$ cat config.mk
export PLATFORM = sky130hd
export DESIGN_NAME = vga_timing
export DESIGN_NICKNAME = d
export VERILOG_FILES = /design/src/rtl/vga_pkg.sv /design/src/rtl/pix_prescaler.sv /design/src/rtl/vga_timing.sv
export SDC_FILE = /design/constraint.sdc
export NUM_CORES = 1
export LEC_CHECK = 0
export ABC_AREA = 1
export CORE_MARGIN = 2
export CORE_UTILIZATION = 53
export DETAILED_ROUTE_END_ITERATION = 10
export HOLD_SLACK_MARGIN = 0.12
export PLACE_DENSITY = 0.78
export SYNTH_ARGS = -nofsm -noshare
export SYNTH_HDL_FRONTEND = slang
export SYNTH_SLANG_ARGS = --single-unit
$ cat constraint.sdc
create_clock -name clk -period 1.9 [get_ports clk]
set_clock_uncertainty 0.05 [all_clocks]
set_input_delay 0.19 -clock clk [delete_from_list [all_inputs] [get_ports clk]]
set_output_delay 0.19 -clock clk [all_outputs]
set_load 0.1 [all_outputs]
$ cat src/rtl/vga_pkg.sv
// Shared raster timing definitions: 640x480 defaults, totals helpers and the
// coordinate width used by every position counter and output.
package vga_pkg;

    localparam int COORD_W   = 11;
    localparam int COORD_MAX = (1 << COORD_W) - 1;

    typedef logic [COORD_W-1:0] coord_t;

    localparam int DEF_CLKDIV   = 4;
    localparam int DEF_H_ACTIVE = 640;
    localparam int DEF_H_FP     = 16;
    localparam int DEF_H_SYNC   = 96;
    localparam int DEF_H_BP     = 48;
    localparam int DEF_V_ACTIVE = 480;
    localparam int DEF_V_FP     = 10;
    localparam int DEF_V_SYNC   = 2;
    localparam int DEF_V_BP     = 33;

    function automatic int h_total(input int active, input int fp, input int sync, input int bp);
        return active + fp + sync + bp;
    endfunction

    function automatic int v_total(input int active, input int fp, input int sync, input int bp);
        return active + fp + sync + bp;
    endfunction

endpackage

$ cat src/rtl/pix_prescaler.sv
// Divides the system clock down to a one-clk pixel strobe every CLKDIV clks.
module pix_prescaler #(
    parameter int CLKDIV = 4
) (
    input  logic clk,
    input  logic rst,
    output logic tick_o
);

    localparam int DW = (CLKDIV > 1) ? $clog2(CLKDIV) : 1;
    localparam logic [DW-1:0] DIV_LAST = DW'(CLKDIV - 1);

    logic [DW-1:0] div_q;
    logic [DW-1:0] div_d;

    // With CLKDIV == 1 div stays at 0 == DIV_LAST, so the strobe is constant.
    assign tick_o = (div_q == DIV_LAST);

    always_comb begin
        div_d = div_q + DW'(1);
        if (div_q == DIV_LAST) begin
            div_d = '0;
        end
    end

    always_ff @(posedge clk) begin
        if (rst) begin
            div_q <= '0;
        end else begin
            div_q <= div_d;
        end
    end

endmodule

$ cat src/rtl/vga_timing.sv
// Raster timing generator: position counters advanced on the pixel strobe,
// with every sync/enable/coordinate/marker output registered from them.
module vga_timing
    import vga_pkg::*;
#(
    parameter int   CLKDIV   = DEF_CLKDIV,
    parameter int   H_ACTIVE = DEF_H_ACTIVE,
    parameter int   H_FP     = DEF_H_FP,
    parameter int   H_SYNC   = DEF_H_SYNC,
    parameter int   H_BP     = DEF_H_BP,
    parameter int   V_ACTIVE = DEF_V_ACTIVE,
    parameter int   V_FP     = DEF_V_FP,
    parameter int   V_SYNC   = DEF_V_SYNC,
    parameter int   V_BP     = DEF_V_BP,
    parameter logic HS_POL   = 1'b0,
    parameter logic VS_POL   = 1'b0
) (
    input  logic               clk,
    input  logic               rst,
    output logic               pxen,
    output logic               hsync,
    output logic               vsync,
    output logic               de,
    output logic [COORD_W-1:0] x,
    output logic [COORD_W-1:0] y,
    output logic               sof,
    output logic               eol
);

    localparam int H_TOTAL = h_total(H_ACTIVE, H_FP, H_SYNC, H_BP);
    localparam int V_TOTAL = v_total(V_ACTIVE, V_FP, V_SYNC, V_BP);

    localparam coord_t H_LAST     = coord_t'(H_TOTAL - 1);
    localparam coord_t H_ACT_END  = coord_t'(H_ACTIVE);
    localparam coord_t H_SYNC_BEG = coord_t'(H_ACTIVE + H_FP);
    localparam coord_t H_SYNC_END = coord_t'(H_ACTIVE + H_FP + H_SYNC);
    localparam coord_t V_LAST     = coord_t'(V_TOTAL - 1);
    localparam coord_t V_ACT_END  = coord_t'(V_ACTIVE);
    localparam coord_t V_SYNC_BEG = coord_t'(V_ACTIVE + V_FP);
    localparam coord_t V_SYNC_END = coord_t'(V_ACTIVE + V_FP + V_SYNC);

    if (H_TOTAL > COORD_MAX || V_TOTAL > COORD_MAX) begin : g_total_check
        $error("vga_timing: H_TOTAL/V_TOTAL exceed the 11-bit coordinate range");
    end
    if (CLKDIV < 1) begin : g_clkdiv_check
        $error("vga_timing: CLKDIV must be at least 1");
    end

    logic   tick;
    coord_t hcnt_q, hcnt_d;
    coord_t vcnt_q, vcnt_d;
    logic   first_q;
    logic   pxen_q;
    logic   hsync_q, hsync_d;
    logic   vsync_q, vsync_d;
    logic   de_q, de_d;
    coord_t x_q, y_q;
    logic   sof_q, sof_d;
    logic   eol_q, eol_d;
    logic   fresh;

    pix_prescaler #(
        .CLKDIV(CLKDIV)
    ) u_prescaler (
        .clk   (clk),
        .rst   (rst),
        .tick_o(tick)
    );

    always_comb begin
        hcnt_d = hcnt_q;
        vcnt_d = vcnt_q;
        if (tick) begin
            if (hcnt_q == H_LAST) begin
                hcnt_d = '0;
                vcnt_d = (vcnt_q == V_LAST) ? '0 : vcnt_q + coord_t'(1);
            end else begin
                hcnt_d = hcnt_q + coord_t'(1);
            end
        end
    end

    // A position is new to the outputs in the clk after a counter advance, or
    // in the very first clk after reset; markers fire only then.
    assign fresh = pxen_q || first_q;

    always_comb begin
        de_d    = (hcnt_q < H_ACT_END) && (vcnt_q < V_ACT_END);
        hsync_d = ((hcnt_q >= H_SYNC_BEG) && (hcnt_q < H_SYNC_END)) ? HS_POL : ~HS_POL;
        vsync_d = ((vcnt_q >= V_SYNC_BEG) && (vcnt_q < V_SYNC_END)) ? VS_POL : ~VS_POL;
        sof_d   = fresh && (hcnt_q == '0) && (vcnt_q == '0);
        eol_d   = fresh && (hcnt_q == H_LAST);
    end

    always_ff @(posedge clk) begin
        if (rst) begin
            hcnt_q  <= '0;
            vcnt_q  <= '0;
            first_q <= 1'b1;
            pxen_q  <= 1'b0;
            hsync_q <= ~HS_POL;
            vsync_q <= ~VS_POL;
            de_q    <= 1'b0;
            x_q     <= '0;
            y_q     <= '0;
            sof_q   <= 1'b0;
            eol_q   <= 1'b0;
        end else begin
            hcnt_q  <= hcnt_d;
            vcnt_q  <= vcnt_d;
            first_q <= 1'b0;
            pxen_q  <= tick;
            hsync_q <= hsync_d;
            vsync_q <= vsync_d;
            de_q    <= de_d;
            x_q     <= hcnt_q;
            y_q     <= vcnt_q;
            sof_q   <= sof_d;
            eol_q   <= eol_d;
        end
    end

    assign pxen  = pxen_q;
    assign hsync = hsync_q;
    assign vsync = vsync_q;
    assign de    = de_q;
    assign x     = x_q;
    assign y     = y_q;
    assign sof   = sof_q;
    assign eol   = eol_q;

endmodule

=== After elaboration in Yosys (flattened, before gate mapping) ===
Cells that the tools add are included.

* Logic and storage cells: 40
* Register bits: 53
* Input bits: 2
* Output and inout bits: 28

* Add/subtract/negate cells: 3
* Reductions and logical operators: 11
* Eq/ne operators: 3
* $lt $le $gt $ge: 6
* Mux-type cells: 5

{| class="wikitable"
|+ Operators by type and width
! operator !! number
|-
| adder 11 x 1 -> 11 bit (second input constant) || 2
|-
| equality test 11 x 10 -> 1 bit (second input constant) || 2
|-
| zero test 11 bit || 2
|-
| less-than comparator 11 x 10 -> 1 bit (second input constant) || 2
|-
| less-than comparator 11 x 9 -> 1 bit (second input constant) || 2
|-
| 2-to-1 mux 11 bit || 2
|-
| greater-or-equal comparator 11 x 10 -> 1 bit (second input constant) || 1
|-
| greater-or-equal comparator 11 x 9 -> 1 bit (second input constant) || 1
|-
| logical AND 1 bit || 6
|-
| 2-to-1 mux 1 bit || 3
|-
| adder 2 x 1 -> 2 bit (second input constant) || 1
|-
| equality test 2 bit (second input constant) || 1
|-
| AND reduction 2 bit || 1
|-
| OR reduction 2 bit || 1
|-
| logical OR 1 bit || 1
|}

=== Depth between registers and ports, before layout ===
* Depth after elaboration: 3
* Mapped depth: 9
* Gate-level depth less buffers: 9

=== Modules after synthesis ===
Synthesis repeated with hierarchy kept, for this count alone.

* Cells, all modules: 282
* Area, all modules: 2165.8 um2

{| class="wikitable"
|+ By module, submodules not included
! module !! cells each !! sequential area each (um2) !! times used !! area each (um2)
|-
| vga_timing || 273 || 1021.0 || 1 || 2090.8
|-
| pix_prescaler || 9 || 40.0 || 1 || 75.1
|}

=== Worst setup path after synthesis ===
OpenSTA, ideal clock, no wires.

* Kind: reg-to-reg
* Start: register pxen_q, in the netlist pxen
* End: register sof_q, in the netlist sof
* Library setup time: 65 ps
* Path buffers: 0
* Period minus slack after synthesis: 1437 ps
* Stages on the path, launching flop included: 5
* Required time: 1785 ps
* Data arrival time: 1323 ps
* Slack: 463 ps
* Cells stage by stage: dfxtp_1 nor2_1 nor2_1 nand4_1 nor2_1

* Longest elaborated chain between the ends: 3

{| class="wikitable"
|+ Ends and longest elaborated chain
! what !! RTL line !! text
|-
| start: declaration || vga_timing.sv:53 || <nowiki>logic pxen_q;</nowiki>
|-
| start signal: assignment || vga_timing.sv:112 || <nowiki>pxen_q <= tick;</nowiki>
|-
| logical OR 1 bit || vga_timing.sv:85 || <nowiki>assign fresh = pxen_q || first_q;</nowiki>
|-
| logical AND 1 bit (2 in series) || vga_timing.sv:91 || <nowiki>sof_d = fresh && (hcnt_q == '0) && (vcnt_q == '0);</nowiki>
|-
| end signal: assignment || vga_timing.sv:106 || <nowiki>sof_q <= 1'b0;</nowiki>
|-
| end signal: assignment || vga_timing.sv:118 || <nowiki>sof_q <= sof_d;</nowiki>
|-
| end: declaration || vga_timing.sv:58 || <nowiki>logic sof_q, sof_d;</nowiki>
|}

No other way between the ends.
A chain may end at the register's enable or synchronous reset.

=== Worst setup path after layout ===
* Start: register u_prescaler.div_q[0]
* End: register hcnt_q[6]

* Longest elaborated chain between the ends: 1

{| class="wikitable"
|+ Ends and longest elaborated chain
! what !! RTL line !! text
|-
| start: declaration || pix_prescaler.sv:13 || <nowiki>logic [DW-1:0] div_q;</nowiki>
|-
| start signal: assignment || pix_prescaler.sv:30 || <nowiki>div_q <= div_d;</nowiki>
|-
| equality test 2 bit || pix_prescaler.sv:17 || <nowiki>assign tick_o = (div_q == DIV_LAST);</nowiki>
|-
| named net tick || vga_timing.sv:49 || <nowiki>logic tick;</nowiki>
|-
| end signal: assignment || vga_timing.sv:109 || <nowiki>hcnt_q <= hcnt_d;</nowiki>
|-
| end: declaration || vga_timing.sv:50 || <nowiki>coord_t hcnt_q, hcnt_d;</nowiki>
|}

The timed path passes the listed nets, and every way through them passes these cells.

==> out/metrics.yaml <==
dr.pass1.iters: 4
async_flop_share: 0
fillers: 356
maxSlewHeadroom: 0.766
rows: 23
worst_setup_path_end_kind: "flop"
detail-route-antenna-nets: 0
synthesis.area_sq_um: 2150
power_w: 0.00201
post_cts_resize_count: 0
p_leak_nw: 1.08
yosysWarnings: 0
r2r-start: "u_prescaler.div_q[0]"
whs_ns: 0.377
tns_ns: 0
avgViaCountPerCell: 4.90
ys_seq_area_frac: 0.494
reg2regPathDepth: 6
fin_nets: 310
powerDensity_nw_per_um2: 794
drtIter0Drc: 107
syn-num-nets: 280
netlist.top_cell.by_area: "dfxtp_1"
gr-total-overflow: 0
vias: 1736
dp_hpwl_microns: 2950
regArea_sq_um: 1060
start_util: 0.544
ios: 30
grt_setup_unrepaired: "false"
synth_most_common_cell: "nor2_1"
cap_violations: 0
worst-path-max-fanout: 7
multi_input_area_sq_um: 921
synth_edf_count: 0
worstPathArrival_ns: 1.77
setup_viol_count_final: 0
syn_to_final_growth_pct: 18.2
path_buf_inv: 0
syn_avg_cell_area_sq_um: 7.86
min_from: "u_prescaler.div_q[0]"
synth_flop_cell: "dfxtp_1"
cts_buffers: 5
first_global_vias: 1456
grt_max_degree: 39
cpLargestDelayFamily: "simple AND/OR/NAND/NOR gates"
max_freq_ghz: 0.635
utilization: 0.643
synth_seq_cells: 53
grtUsageTotal: 0.198
cts.root.buffer_cell: "clkbuf_8"
crit_top_cell: "nor2_1"
grt_first_pass_wirelength_microns: 6670
crit_type: "reg -> reg"
synthTopCellsByArea: "dfxtp_1, nor2_1, nand2_1"
hold_depth: 1
wl_per_cell_microns: 11.6
period_share: 0.828
reg2reg_setup_slack_ns: 0.33
placeableCoreArea_sq_um: 3940
clk_pin_slew_ns: 0.09
final_max_slew_viol_count: 0
min_to: "u_prescaler.div_q[0]"
dieArea_sq_um: 4570
hold_viol: 0
ys_top_cells_by_count: "nor2_1, dfxtp_1, nand2_1, inv_1, nand3_1"
port_buffers: 29
max_stage_delay_ns: 0.34
hold_buffers: 0
status: "completed"
synth_cell_types: 30
post_cts_buffers: 0
hold_path.class: "reg -> reg"
htree_levels: 2
synth_top_area_frac: 0.494
drc: 0
antenna_cells: 0
ir_worst_vdd_uv: 433
cts_tree: "yes"
regToRegEndpoint: "hcnt_q[6]"
die_x_microns: 67.6
die_y_microns: 67.6
crit_slowest_cell: "dfxtp_1"
worst_pin_slew_ns: 0.350
clock_latency_ns: 0.31
cts_max_path_buffers: 2
drive_above_1_share: 0.168
routabilityCongestion: 0.864
clock-sinks: 53
wl_microns: 4100
fin_crit_ns: 1.57
synthCells: 273
crit_chain: "ha_1, nand2_1, nor2_1, nand3_1, xor2_1, nor2_1"
crit_path_start_kind: "flop"
antenna_found_initial: 0
crit_required_ns: 2.09
-- stage by stage --
step | instances | setup WS, ns | cell area (sq um)
CTS | 354 | 0.331 | 2540
global placement | 346 | 0.406 | 2420
detailed placement | 346 | 0.351 | 2420
floorplan | 273 | 0.463 | 2150
finish | 354 | 0.326 | 2540
global route | 354 | 0.138 | 2540
-- area by class of cell --
cell class,instances,share of cell area
multi-input cells,179,0.363
clock buffers,6,0.0326
flip-flops and latches,53,0.418
repair buffers,31,0.0977
clock inverters,2,0.0148
inverters,33,0.0488
well taps,50,0.0247
-- worst register-to-register path, cell delays in order (launching register included) --
cell and delay (ns):
dfxtp_1 0.34, ha_1 0.34, nand2_1 0.14, nor2_1 0.24, nand3_1 0.12, xor2_1 0.16, nor2_1 0.11
-- flip-flops by register name, summed over array words and instances (netlist names), 2 cells and up --
register and count:
hcnt_q 11, vcnt_q 11, x 11, y 11, u_prescaler.div_q 2
-- cells by family after synthesis --
logic type / count (synthesis) / share of synthesized area
and+or+nand+nor: 146 / 0.319
DFF: 53 / 0.494
buffers and inverters: 41 / 0.0764
AOI/OAI and AO/OA: 21 / 0.0525
xor gates and xnor gates: 7 / 0.0286
adders and majority gates: 5 / 0.0292
-- placed cells by master (no fill, tap or decap), types with 2 or more instances in the layout --
cell | netlist | layout
ha_1 | 5 | 5
a21oi_1 | 11 | 11
buf_4 | 2 | 29
nor3_1 | 8 | 8
nor2_2 | 2 | 2
nor4_1 | 2 | 2
nand2_1 | 46 | 46
inv_1 | 30 | 30
nor2_4 | 3 | 3
nor2_1 | 57 | 57
xor2_1 | 6 | 6
o21ai_0 | 4 | 4
inv_2 | 3 | 3
nand3_1 | 18 | 18
clkbuf_8 | 0 | 6
nand4_1 | 3 | 3
o21ai_1 | 3 | 3
dfxtp_1 | 53 | 53
-- how the worst max path moves through the flow --
| stage | depth (start not counted) | slack [ns] | startpoint | end |
|---|---|---|---|---|
| after detailed placement | 6 | 0.35 | u_prescaler.div_q[0] | hcnt_q[6] |
| after global routing | 6 | 0.14 | u_prescaler.div_q[0] | hcnt_q[6] |
| final | 6 | 0.33 | u_prescaler.div_q[0] | hcnt_q[6] |
| after CTS | 6 | 0.33 | u_prescaler.div_q[0] | hcnt_q[6] |
| after global placement | 7 | 0.41 | vcnt_q[2] | vcnt_q[9] |
| after floorplan | 4 | 0.46 | pxen | sof |
-- routing by layer --
| metal | track usage | wire length, microns | vias up |
|---|---|---|---|
| li1 | - | - | 919 |
| met1 | 0.269 | 2050 | 767 |
| met2 | 0.299 | 1720 | 43 |
| met3 | 0.0417 | 255 | 7 |
| met4 | 0.0918 | 68 | 0 |
| met5 | 0 | 0 | - |
-- power by group --
part / internal (W) / switching, W / leakage [nW]
Clock: 0.000428 / 0.000359 / 0.0574
Combinational: 0.0000250 / 0.0000743 / 0.592
Sequential: 0.00112 / 0.00000497 / 0.428
Total: 0.00158 / 0.000438 / 1.08
No activity file was read; power rests on OpenSTA's default activity.
